## config.mk

```make
export PLATFORM = sky130hd
export DESIGN_NAME = mem_access_ctrl_flat
export DESIGN_NICKNAME = d
export VERILOG_FILES = /design/src/rtl/mem_access_ctrl_if.sv /design/src/rtl/mem_access_ctrl.sv /design/src/flat_wrapper.sv
export SDC_FILE = /design/constraint.sdc
export NUM_CORES = 1
export LEC_CHECK = 0
export BUFFER_PORTS_ARGS = -buffer_cell sky130_fd_sc_hd__buf_2
export CAP_MARGIN = 20
export CORE_ASPECT_RATIO = 1.1
export CORE_UTILIZATION = 49
export CTS_CLUSTER_DIAMETER = 80
export DETAILED_ROUTE_END_ITERATION = 10
export PLACE_DENSITY = 0.83
export SLEW_MARGIN = 20
export SYNTH_ARGS = -nofsm -noshare
export SYNTH_HDL_FRONTEND = slang
export SYNTH_SLANG_ARGS = --single-unit
export TNS_END_PERCENT = 5
```

## constraint.sdc

```tcl
create_clock -name clk -period 3.45 [get_ports clk]
set_input_delay 0.1725 -clock clk [delete_from_list [all_inputs] [get_ports clk]]
set_output_delay 0.1725 -clock clk [all_outputs]
set_load 0.05 [all_outputs]
```

## src/rtl/mem_access_ctrl_if.sv

```systemverilog
// Processor-side and memory-side signal bundle for mem_access_ctrl.
// The slave modport belongs to the controller; the master modport belongs to whoever drives requests and models the memory.
interface mem_access_ctrl_if #(
    parameter int ADDR_W = 5,
    parameter int DATA_W = 16
);
    logic              req;
    logic              we;
    logic [ADDR_W-1:0] addr;
    logic [DATA_W-1:0] wdata;
    logic [DATA_W-1:0] rdata;
    logic              ack;
    logic              busy;
    logic              err;
    logic [ADDR_W-1:0] mem_addr;
    logic [DATA_W-1:0] mem_in;
    logic [DATA_W-1:0] mem_out;
    logic              mem_write_n;
    logic              mem_read_n;

    modport slave (
        input  req, we, addr, wdata, mem_out,
        output rdata, ack, busy, err, mem_addr, mem_in, mem_write_n, mem_read_n
    );

    modport master (
        output req, we, addr, wdata, mem_out,
        input  rdata, ack, busy, err, mem_addr, mem_in, mem_write_n, mem_read_n
    );
endinterface

```

## src/rtl/mem_access_ctrl.sv

```systemverilog
// Single-request memory access controller with registered strobes and a one-cycle ack.
// Define MEM_ACCESS_VERIFY_EN to read back every write and flag a mismatch on err.
module mem_access_ctrl #(
    parameter int ADDR_W = 5,
    parameter int DATA_W = 16,
    parameter int RD_LAT = 1
) (
    input  logic             clk,
    input  logic             proc_rst,
    mem_access_ctrl_if.slave bus
);
    localparam logic [1:0] CNT_INIT = 2'(RD_LAT - 1);

`ifdef MEM_ACCESS_VERIFY_EN
    typedef enum logic [1:0] {IDLE, RD, WR, VRFY} state_t;
`else
    typedef enum logic [1:0] {IDLE, RD, WR} state_t;
`endif

    state_t            state;
    state_t            state_nxt;
    logic [1:0]        cnt;
    logic [1:0]        cnt_nxt;
    logic [DATA_W-1:0] rdata_q;
    logic [DATA_W-1:0] rdata_nxt;
    logic [DATA_W-1:0] mem_in_q;
    logic [DATA_W-1:0] mem_in_nxt;
    logic [ADDR_W-1:0] mem_addr_q;
    logic [ADDR_W-1:0] mem_addr_nxt;
    logic              ack_q;
    logic              ack_nxt;
    logic              busy_q;
    logic              rd_n_q;
    logic              rd_n_nxt;
    logic              wr_n_q;
    logic              wr_n_nxt;
    logic              free;
    logic              accept;
`ifdef MEM_ACCESS_VERIFY_EN
    logic              err_q;
    logic              err_nxt;
`endif

    // A completing access frees the controller on the same edge, so back-to-back requests lose no cycle.
    always_comb begin
        case (state)
            IDLE:    free = 1'b1;
            RD:      free = (cnt == 2'd0);
`ifdef MEM_ACCESS_VERIFY_EN
            WR:      free = 1'b0;
            VRFY:    free = (cnt == 2'd0);
`else
            WR:      free = 1'b1;
`endif
            default: free = 1'b1;
        endcase
    end

    assign accept = free && bus.req;

    always_ff @(posedge clk) begin
        if (proc_rst) begin
            state      <= IDLE;
            cnt        <= 2'd0;
            rdata_q    <= '0;
            mem_in_q   <= '0;
            mem_addr_q <= '0;
            ack_q      <= 1'b0;
            busy_q     <= 1'b0;
            rd_n_q     <= 1'b1;
            wr_n_q     <= 1'b1;
`ifdef MEM_ACCESS_VERIFY_EN
            err_q      <= 1'b0;
`endif
        end else begin
            state      <= state_nxt;
            cnt        <= cnt_nxt;
            rdata_q    <= rdata_nxt;
            mem_in_q   <= mem_in_nxt;
            mem_addr_q <= mem_addr_nxt;
            ack_q      <= ack_nxt;
            busy_q     <= (state_nxt != IDLE);
            rd_n_q     <= rd_n_nxt;
            wr_n_q     <= wr_n_nxt;
`ifdef MEM_ACCESS_VERIFY_EN
            err_q      <= err_nxt;
`endif
        end
    end

    always_comb begin
        state_nxt = state;
`ifdef MEM_ACCESS_VERIFY_EN
        if (state == WR) begin
            state_nxt = VRFY;
        end
`endif
        if (free) begin
            state_nxt = accept ? (bus.we ? WR : RD) : IDLE;
        end
    end

    // mem_in doubles as the latched write data, so the verify compare uses it directly.
    always_comb begin
        cnt_nxt      = cnt;
        rdata_nxt    = rdata_q;
        mem_addr_nxt = mem_addr_q;
        mem_in_nxt   = mem_in_q;
        ack_nxt      = 1'b0;
        rd_n_nxt     = 1'b1;
        wr_n_nxt     = 1'b1;
`ifdef MEM_ACCESS_VERIFY_EN
        err_nxt      = err_q;
`endif
        case (state)
            RD: begin
                if (cnt != 2'd0) begin
                    cnt_nxt  = cnt - 2'd1;
                    rd_n_nxt = 1'b0;
                end else begin
                    rdata_nxt = bus.mem_out;
                    ack_nxt   = 1'b1;
`ifdef MEM_ACCESS_VERIFY_EN
                    err_nxt   = 1'b0;
`endif
                end
            end
            WR: begin
`ifdef MEM_ACCESS_VERIFY_EN
                rd_n_nxt = 1'b0;
                cnt_nxt  = CNT_INIT;
`else
                ack_nxt  = 1'b1;
`endif
            end
`ifdef MEM_ACCESS_VERIFY_EN
            VRFY: begin
                if (cnt != 2'd0) begin
                    cnt_nxt  = cnt - 2'd1;
                    rd_n_nxt = 1'b0;
                end else begin
                    ack_nxt = 1'b1;
                    err_nxt = (bus.mem_out != mem_in_q);
                end
            end
`endif
            default: begin
            end
        endcase
        if (accept) begin
            mem_addr_nxt = bus.addr;
            if (bus.we) begin
                mem_in_nxt = bus.wdata;
                wr_n_nxt   = 1'b0;
            end else begin
                rd_n_nxt = 1'b0;
                cnt_nxt  = CNT_INIT;
            end
        end
    end

    assign bus.rdata       = rdata_q;
    assign bus.ack         = ack_q;
    assign bus.busy        = busy_q;
    assign bus.mem_addr    = mem_addr_q;
    assign bus.mem_in      = mem_in_q;
    assign bus.mem_read_n  = rd_n_q;
    assign bus.mem_write_n = wr_n_q;
`ifdef MEM_ACCESS_VERIFY_EN
    assign bus.err         = err_q;
`else
    assign bus.err         = 1'b0;
`endif
endmodule

```

## src/flat_wrapper.sv

```systemverilog
// flat-port wrapper written by rule: the top's interface ports become plain ports
module mem_access_ctrl_flat 
#(
    parameter int ADDR_W = 5,
    parameter int DATA_W = 16,
    parameter int RD_LAT = 1
)
  (clk, proc_rst, bus_req, bus_we, bus_addr, bus_wdata, bus_mem_out, bus_rdata, bus_ack, bus_busy, bus_err, bus_mem_addr, bus_mem_in, bus_mem_write_n, bus_mem_read_n);
  mem_access_ctrl_if #(.ADDR_W(ADDR_W), .DATA_W(DATA_W)) bus_i ();
  input  logic clk;
  input  logic proc_rst;
  input wire logic [$bits(bus_i.req)-1:0] bus_req;
  input wire logic [$bits(bus_i.we)-1:0] bus_we;
  input wire logic [$bits(bus_i.addr)-1:0] bus_addr;
  input wire logic [$bits(bus_i.wdata)-1:0] bus_wdata;
  input wire logic [$bits(bus_i.mem_out)-1:0] bus_mem_out;
  output wire logic [$bits(bus_i.rdata)-1:0] bus_rdata;
  output wire logic [$bits(bus_i.ack)-1:0] bus_ack;
  output wire logic [$bits(bus_i.busy)-1:0] bus_busy;
  output wire logic [$bits(bus_i.err)-1:0] bus_err;
  output wire logic [$bits(bus_i.mem_addr)-1:0] bus_mem_addr;
  output wire logic [$bits(bus_i.mem_in)-1:0] bus_mem_in;
  output wire logic [$bits(bus_i.mem_write_n)-1:0] bus_mem_write_n;
  output wire logic [$bits(bus_i.mem_read_n)-1:0] bus_mem_read_n;
  assign bus_i.req = bus_req;
  assign bus_i.we = bus_we;
  assign bus_i.addr = bus_addr;
  assign bus_i.wdata = bus_wdata;
  assign bus_i.mem_out = bus_mem_out;
  assign bus_rdata = bus_i.rdata;
  assign bus_ack = bus_i.ack;
  assign bus_busy = bus_i.busy;
  assign bus_err = bus_i.err;
  assign bus_mem_addr = bus_i.mem_addr;
  assign bus_mem_in = bus_i.mem_in;
  assign bus_mem_write_n = bus_i.mem_write_n;
  assign bus_mem_read_n = bus_i.mem_read_n;
  mem_access_ctrl #(.ADDR_W(ADDR_W), .DATA_W(DATA_W), .RD_LAT(RD_LAT)) u_core (.clk(clk), .proc_rst(proc_rst), .bus(bus_i));
endmodule
```

==> results.md, run 1 <==
* Number of synthesized flops with an enable pin at 0
* Number of global-route vias before repair at 1343
* Synth area leader: dfxtp_1
* # diodes at 0
* Post-detailed-route count of antenna-violating nets at 0
* RSZ-0062 raised after global routing: no
* Core ar. at 0.00341 mm²
* Share of layout cells above drive strength 1 at 32.6%
* Via count at 1539
* Fmax at 0.515 GHz
* Remaining global-route overflow at 0
* Synth Area per Inst at 9.02 µm²
* Reg clk slew, reported paths at 0.12 ns
* CTS Sinks at 45
* Synth unique cells at 27
* Die area at 0.00393 mm²
* Yosys reg bits at 45
* Hold Path Class: in -> reg
* PostCTS Resize Cnt at 0
* Clk Latency, worst-skew pair at 0.33 ns
* Synth cell count leaders: 45 x dfxtp_1, 35 x nand2_1, 35 x nand2b_1, 24 x a21oi_1, 16 x mux2i_1
* Drt first pass iters at 4
* R2R depth at 6
* Mux share of post-synthesis cell area at 8.88%
* Fill count at 322
* Worst Setup End Kind: flip-flop
* Post-synthesis compound-gate area fraction at 9.57%
* Largest net degree at the start of global routing at 62
* Share of the synthesized area in the top cell type at 49.9%
* Post-synth net total at 243
* Die Span Y at 65.6 µm
* Synth Area in Adders at 1.39%
* Cell with the most instances after synthesis: dfxtp_1
* CP peak stage delay at 0.42 ns
* Status: completed
* Port Buffers at 81
* Final Hold Vio Count at 0
* Initial antenna violation count at 0
* First-pass GRT wire length at 5490 µm
* Hold-fix buffer count after cts at 0
* Crit. path cell count at 6
* Dominant synthesized flop cell: dfxtp_1
* Cells after Synth at 200
* Routability Congestion at 0.754
* Final HPWL DP at 2530 µm
* Pins Over Slew Limit at 0
* Max Clock Skew at 0.00801 ns
* Worst hold slack at 0.0630 ns
* Total Wirelength at 3510 µm
* Htree depth at 2
* Initial DRC Count at 79
* Post-layout min period at 1.94 ns
* Synth top area cells: dfxtp_1 50%, nand2b_1 12%, mux2i_1 8.9%, nand2_1 7.3%, a21oi_1 6.7%
* Sequential area share after synthesis at 49.9%
* Rows at 22
* Crit path kind: reg -> reg
* Maximum VDD drop at 249 µV
* Pwr per Cell Area at 425 mW/mm²
* Max-Cap Viols at 0
* Pleak at 0.00103 µW
* Largest family of logic cells by synthesized area: simple AND/OR/NAND/NOR gates
* Setup total negative slack at 0 ns
* Worst Path Arrival at 2.21 ns
* Worst-margin pin slew at 0.847 ns
* Tcrit/Tclk final at 56.3%
* YS warnings at 0
* Worst path bufs/invs at 2
* Crit path max-delay family: compound AO/OA/AOI/OAI gates
* Clock root buffer: clkbuf_4
* Netlist Area Pre-Place at 0.00180 mm²
* Pwr Total at 958 µW
* Via/cell ratio at 4.75
* Drc violations at 0
* Worst-path cell chain: inv_1 -> ha_1 -> o21ai_1 -> and3_1 -> buf_4 -> mux2i_1
* Slowest cell on crit path: o21ai_1
* Worst slew margin at 43.6%
* Crit Path Max Fanout at 17
* Synthesis-to-finish area growth at 24.8%
* Synth Area in XOR/XNOR at 0%
* Total track usage at 18.2%
* CTS tree: built
* CTS Buffer Depth at 2
* Die X at 59.9 µm
* Num CTS Buffers at 5
* Synth Area in Simple Gates at 25.2%
* Routed length per instance at 10.8 µm
* Postcts setup bufs at 0
* IO Count at 83
* Asr flop ratio synth at 0%
* Startpoint types: flip-flop
* Final setup fails at 0
* Initial Utilization at 52.9%
* Crit path required time at 3.71 ns
* Hold-critical path depth at 3
* Final net count at 318
sequential cells by signal, summed over array words and instances (netlist names):
signal,cells
u_core.bus.busy,1
u_core.state,2
u_core.bus.mem_read_n,1
u_core.bus.mem_addr,5
u_core.cnt,2
u_core.bus.ack,1
u_core.bus.mem_in,16
u_core.bus.mem_write_n,1
u_core.bus.rdata,16
worst min-delay path, delay by kind of cell:
kind / cells / cell delay (ns)
buffers and inverters: 1 / 0.10
AOI/OAI and AO/OA: 1 / 0.05
and+or+nand+nor: 1 / 0.05
metrics by stage:
step | area, µm² | worst slack [ns] | cells | utilization, %
after floorplan | 1800 | 1.97 | 200 | -
after global placement | 2200 | 1.64 | 316 | 64.5
after detailed placement | 2200 | 1.55 | 316 | 64.5
after CTS | 2250 | 1.53 | 324 | 66.0
after global routing | 2250 | 1.34 | 324 | 66.0
final | 2250 | 1.51 | 324 | 66.0
cell families after synthesis:
family	Yosys count
buf+inv	17
compound gates	33
other cells	1
fa+ha+maj	2
simple gates	86
mux	16
flops	45
final timing paths:
kind / slack (ns) / endpoint / from
min reg2reg: 0.46 / u_core.bus.rdata[4] / u_core.bus.rdata[4]
min: 0.06 / u_core.bus.rdata[1] / bus_mem_out[1]
max reg2reg: 1.51 / u_core.bus.mem_in[13] / u_core.state[1]
max: 1.51 / u_core.bus.mem_in[13] / u_core.state[1]
cells in the final DEF (no fill, tap or decap):
master	count
and3_1	1
inv_1	3
nor3b_4	1
mux2i_1	16
conb_1	1
nand2_1	35
o21ai_1	1
or3b_1	1
nor2b_1	1
nor4b_1	1
a21o_1	1
nor3_1	2
nand2b_1	35
nand3b_1	1
nor2_1	2
ha_1	2
nand3_1	6
clkbuf_1	1
a21oi_1	24
o21ai_0	5
dfxtp_1	45
clkinv_2	2
buf_4	1
a211oi_1	1
o21a_1	1
buf_2	81
clkbuf_4	5
power breakdown:
part | switching [µW] | internal (µW)
sequential | 9.98 | 541
clock | 151 | 77.9
combinational | 122 | 56.2
cell type report:
class | instances | area [µm²] | area share [%]
clock buffer | 6 | 41.3 | 1.83
clock inverter | 2 | 10.0 | 0.444
multi-input combinational | 138 | 816 | 36.2
inverter | 3 | 11.3 | 0.500
tap | 48 | 60.1 | 2.67
timing repair buffer | 82 | 413 | 18.3
sequential | 45 | 901 | 40.0
per-layer routing:
metal	vias to the layer above	global-route usage [%]	wire [µm]
met5	-	0	0
met4	0	6.98	28
met3	4	4.13	223
met2	58	31.9	1640
met1	675	21.0	1620
li1	802	-	-
(Power assumes the default switching activity.)
==> run 2, diff against run 1 <==
Settings changed: CORE_UTILIZATION 49 to 41, PLACE_DENSITY 0.83 to 0.74.
Clock period 3.45 ns to 1.6 ns, I/O delays scaled along.
==> results.md, run 2 (synthesis gave the netlist of run 1 again) <==
* Routed length per instance at 11.2 µm (+3.8%)
* Port Buffers at 81 (unchanged)
* Pwr per Cell Area at 1030 mW/mm² (+140%)
* Crit Path Max Fanout at 16 (-1)
* Die X at 65.3 µm (+9.0%)
* Num CTS Buffers at 5 (unchanged)
* Core ar. at 0.00408 mm² (+20%)
* Clk Latency, worst-skew pair at 0.29 ns (-0.04 ns)
* Finished Cell Area at 0.00240 mm² (+6.7%)
* Rows at 24 (+9.1%)
* Pre-CTS WS at -0.0273 ns (-1.58 ns)
* Number of global-route vias before repair at 1394 (+3.8%)
* CTS tree: built
* Fill count at 387 (+20%)
* Multi-input logic area at 818 µm² (+0.31%)
* Max Clock Skew at 0.00737 ns (-0.000634 ns)
* Fmax at 0.683 GHz (+33%)
* WL met1 at 1640 µm (+1.1%)
* Max-Cap Viols at 0 (unchanged)
* Remaining global-route overflow at 0 (unchanged)
* Status: completed
* Crit path required time at 1.75 ns (-1.96 ns)
* Commonest non-fill, non-tap cell in the layout: buf_2
* Die area at 0.00467 mm² (+19%)
* Post-layout min period at 1.46 ns (-0.479 ns)
* Initial Utilization at 44.2% (-8.7 points)
* Htree depth at 2 (unchanged)
* Tcrit/Tclk final at 91.5% (+35 points)
* Commonest non-fill, non-tap cells in the layout: 81 x buf_2, 44 x dfxtp_1, 35 x nand2_1, 35 x nand2b_1, 24 x a21oi_1
* # diodes at 0 (unchanged)
* Drt first pass iters at 4 (unchanged)
* Final net count at 326 (+2.5%)
* Cell Count, Final, Fillers Out at 336 (+3.7%)
* Total Wirelength at 3780 µm (+7.6%)
* FF+latch area at 902 µm² (+0.14%)
* Core Util, Final at 58.8% (-7.2 points)
* Worst Setup End Kind: flip-flop
* Worst Path Arrival at 1.61 ns (-0.60 ns)
* RSZ-0062 raised after global routing: no
* Highest routed layer: met4
* Routability Congestion at 0.736 (-2.4%)
* Final setup fails at 0 (unchanged)
* Via count at 1603 (+4.2%)
* Initial antenna violation count at 0 (unchanged)
* Worst slew margin at 58.8% (+15 points)
* Final Hold Vio Count at 0 (unchanged)
* Met2 Wirelength at 1770 µm (+8.1%)
* Hold-fix buffer count after cts at 0 (unchanged)
* Maximum VDD drop at 592 µV (+140%)
* Met3 WL at 334 µm (+50%)
* Clock root buffer: clkbuf_8
* Total track usage at 16.2% (-2.0 points)
* Hold Path Class: in -> reg
* Post-detailed-route count of antenna-violating nets at 0 (unchanged)
* Inst Count DP at 325 (+2.8%)
* First-pass GRT wire length at 5890 µm (+7.3%)
* Share of layout cells above drive strength 1 at 35.6% (+3.0 points)
* Placed Area at 0.00226 mm² (+2.5%)
* Pins Over Slew Limit at 0 (unchanged)
* Die Span Y at 71.6 µm (+9.0%)
* CTS Sinks at 45 (unchanged)
* CTS Buffer Depth at 2 (unchanged)
* Largest net degree at the start of global routing at 46 (-26%)
* Worst-margin pin slew at 0.618 ns (-0.229 ns)
* IO Count at 83 (unchanged)
* Pleak at 0.00110 µW (+7.0%)
* Drc violations at 0 (unchanged)
* Final HPWL DP at 2700 µm (+7.0%)
* Final worst slack at 0.137 ns (-1.37 ns)
* Synthesis-to-finish area growth at 33.1%
* Startpoint types: flip-flop
* Initial DRC Count at 49 (-38%)
* Reg clk slew, reported paths at 0.08 ns (-0.04 ns)
* Via/cell ratio at 4.77 (+0.44%)
* Worst hold slack at 0.0165 ns (-0.0465 ns)
* Crit path kind: reg -> reg
-- run 2: cell types whose count changed in the layout (fill, tap and decap cells not counted), sizes merged --
cell      before  now
buf           82   90
clkinv         2    0
clkinvlp       0    1
bufinv         0    1
-- run 2: final cells by class --
class                           count  area share, %
Tap cell                           52           2.71
Inverter                            3          0.469
Sequential cell                    45           37.6
Multi-Input combinational cell    138           34.1
Clock buffer                        6           3.44
Clock inverter                      2           1.56
Timing Repair Buffer               90           20.2
-- run 2: stage by stage --
stage | total power [µW] | setup TNS (ns)
after floorplan | 1500 | 0
after global placement | 1610 | 0
after detailed placement | 1610 | -0.118
after CTS | 2490 | 0
after global routing | 2580 | 0
final | 2460 | 0
-- run 2: power by group --
group          internal, µW  leakage [µW]  switching (µW)  total (µW)
Combinational           134      0.000677             267         401
Clock                   507     0.0000574             370         877
Sequential             1170      0.000368            20.3        1190
Total                  1810       0.00110             657        2460
-- run 2: per-layer routing --
layer	vias to the layer above	track usage [%]
met5	-	0
met4	0	5.07
met2	65	26.7
met3	5	6.53
li1	818	-
met1	715	19.2
-- run 2: final timing paths --
check / startpoint / end / depth (start not counted) / slack (ns)
setup reg to reg: u_core.state[0] / u_core.bus.rdata[6] / 4 / 0.14
hold reg to reg: u_core.bus.rdata[11] / u_core.bus.rdata[11] / 2 / 0.45
setup / recovery: u_core.state[0] / u_core.bus.rdata[6] / 4 / 0.14
hold / removal: bus_mem_out[11] / u_core.bus.rdata[11] / 3 / 0.02
-- run 2: what timing repair did --
action,4_1_cts,5_1_grt
resized for setup,1,1
setup endpoints to repair,14,5
buffers inserted,0,3
-- run 2: worst max-delay path: stages, from the launching register on --
cell     delay, ns
dfxtp_1       0.39
ha_1          0.26
or3b_4        0.51
nand2_1       0.11
a21oi_1       0.06
==> run 3, diff against run 2 <==
Settings changed: PLACE_DENSITY 0.74 to default, PLACE_DENSITY_LB_ADDON from default to 0.08.
==> results.md, run 3 (synthesis gave the netlist of run 1 again) <==
* Crit path required time at 1.75 ns (about the same)
* Hold-fix buffer count after cts at 0 (unchanged)
* Status: completed
* Tcrit/Tclk final at 90.8% (-0.64 points)
* Reg clk slew, reported paths at 0.08 ns (about the same)
* CTS Buffer Depth at 2 (unchanged)
* M2 GR Usage at 27.3% (+0.57 points)
* Final HPWL DP at 2600 µm (-3.8%)
* Commonest non-fill, non-tap cell in the layout: buf_2
* Post-layout min period at 1.45 ns (-0.0102 ns)
* Slowest cell on crit path: or3b_4
* Via count at 1554 (-3.1%)
* Combinational share of power at 17.1% (+0.8 points)
* CP peak stage delay at 0.50 ns (about the same)
* Synthesis-to-finish area growth at 31.6%
* Worst path bufs/invs at 0 (unchanged)
* IO Count at 83 (unchanged)
* Die area at 0.00467 mm² (unchanged)
* First-pass GRT wire length at 6060 µm (+2.8%)
* Hold Path Class: in -> reg
* Sequential Power Share at 50.6% (+2.5 points)
* Initial antenna violation count at 0 (unchanged)
* Sw Ratio at 27.9% (+1.3 points)
* Initial DRC Count at 51 (+4.1%)
* Worst Path Arrival at 1.60 ns (about the same)
* M3 GR Usage at 5.89% (-0.64 points)
* Final setup fails at 0 (unchanged)
* RSZ-0062 raised after global routing: no
* Largest net degree at the start of global routing at 54 (+17%)
* Routability Congestion at 0.669 (-9.1%)
* Crit path kind: reg -> reg
* CTS tree: built
* Pwr per Cell Area at 987 mW/mm² (-3.8%)
* Startpoint types: flip-flop
* Port Buffers at 81 (unchanged)
* Share of layout cells above drive strength 1 at 34.9% (-0.69 points)
* Crit path max-delay family: simple AND/OR/NAND/NOR gates
* Post-detailed-route count of antenna-violating nets at 0 (unchanged)
* CTS Sinks at 45 (unchanged)
* Drt first pass iters at 4 (unchanged)
* Crit Path Max Fanout at 16 (unchanged)
* Worst slew margin at 49.6% (-9.2 points)
* Die Span Y at 71.6 µm (unchanged)
* Worst-margin pin slew at 0.756 ns (+0.138 ns)
* Drc violations at 0 (unchanged)
* Met1 Usage GRT at 20.5% (+1.3 points)
* Pwr Total at 2340 µW (-4.9%)
* Power share of the clock group at 32.3% (-3.3 points)
* Htree depth at 2 (unchanged)
* Net Switching at 654 µW (-0.46%)
* # diodes at 0 (unchanged)
* Final Hold Vio Count at 0 (unchanged)
* Final net count at 323 (-0.92%)
* Fill count at 401 (+3.6%)
* Worst-path cell chain: ha_2 -> or3b_4 -> nand2_1 -> a21oi_1
* Max Clock Skew at 0.00265 ns (-0.00472 ns)
* Via/cell ratio at 4.67 (-2.2%)
* Max-Cap Viols at 0 (unchanged)
* Commonest non-fill, non-tap cells in the layout: 81 x buf_2, 45 x dfxtp_1, 35 x nand2_1, 35 x nand2b_1, 24 x a21oi_1
* Worst hold slack at 0.0182 ns (+0.00169 ns)
* Maximum VDD drop at 627 µV (+5.8%)
* Core ar. at 0.00408 mm² (unchanged)
* Total track usage at 16.8% (+0.55 points)
* Clock root buffer: clkbuf_8
* Pins Over Slew Limit at 0 (unchanged)
* Number of global-route vias before repair at 1402 (+0.57%)
* Initial Utilization at 44.2% (unchanged)
* Fmax at 0.688 GHz (+0.70%)
* Rows at 24 (unchanged)
* Routed length per instance at 11.2 µm (-0.25%)
* Num CTS Buffers at 5 (unchanged)
* Internal cell power at 1690 µW (-6.5%)
* Clk Latency, worst-skew pair at 0.29 ns (about the same)
* Die X at 65.3 µm (unchanged)
* Worst Setup End Kind: flip-flop
* Remaining global-route overflow at 0 (unchanged)
* Gr busiest metal: met2
* Total Wirelength at 3740 µm (-1.1%)
* Pleak at 0.00108 µW (-1.6%)
-- run 3: worst min-delay path: stages --
cell     delay [ns]
buf_2          0.09
nand2_1        0.04
a21oi_1        0.05
-- run 3: final timing paths --
kind                            slack, ns  depth (start not counted)                 from                    to
worst max-delay path                 0.15                          4      u_core.state[0]  u_core.bus.rdata[13]
worst min-delay path                 0.02                          3      bus_mem_out[14]  u_core.bus.rdata[14]
worst max register to register       0.15                          4      u_core.state[0]  u_core.bus.rdata[13]
worst min register to register       0.45                          2  u_core.bus.rdata[2]   u_core.bus.rdata[2]
-- run 3: timing repair --
item                                    in CTS  in global routing
hold endpoints to repair                     0                  0
endpoints found under the setup margin      16                  3
resized for setup                            1                  1
cloned                                       0                  0
buffers inserted                             0                  1
-- run 3: final cells by class --
type | instances | area (µm²) | area share [%]
Clock buffer | 7 | 96.3 | 4.06
Clock inverter | 1 | 5.00 | 0.211
Inverter | 3 | 11.3 | 0.474
Multi-Input combinational cell | 138 | 821 | 34.6
Sequential cell | 45 | 901 | 37.9
Tap cell | 52 | 65.1 | 2.74
Timing Repair Buffer | 87 | 475 | 20.0
-- run 3: routing by layer --
layer  vias to the layer above  share of wire, %
met2                        62                45
li1                        807                 -
met4                         0               1.0
met1                       680                46
met5                         -                 0
met3                         5               8.0
-- run 3: power by group through the flow --
stage,Sequential [µW],Combinational (µW),Clock (µW)
2_1_floorplan,1370,127,0
3_3_place_gp,1210,398,0
3_5_place_dp,1210,400,0
4_1_cts,1190,402,784
5_1_grt,1190,429,834
6_report,1190,400,757
-- run 3: stage by stage --
step | TNS [ns] | worst slack, ns | utilization (%) | cells | instance area [µm²]
after CTS | 0 | 0.0904 | 57.9 | 332 | 2360
final | 0 | 0.147 | 58.1 | 333 | 2370
after global placement | 0 | 0.0192 | 55.4 | 324 | 2260
after floorplan | 0 | 0.117 | - | 200 | 1800
after global routing | 0 | 0.0361 | 58.1 | 333 | 2370
after detailed placement | -0.341 | -0.0539 | 55.4 | 324 | 2260
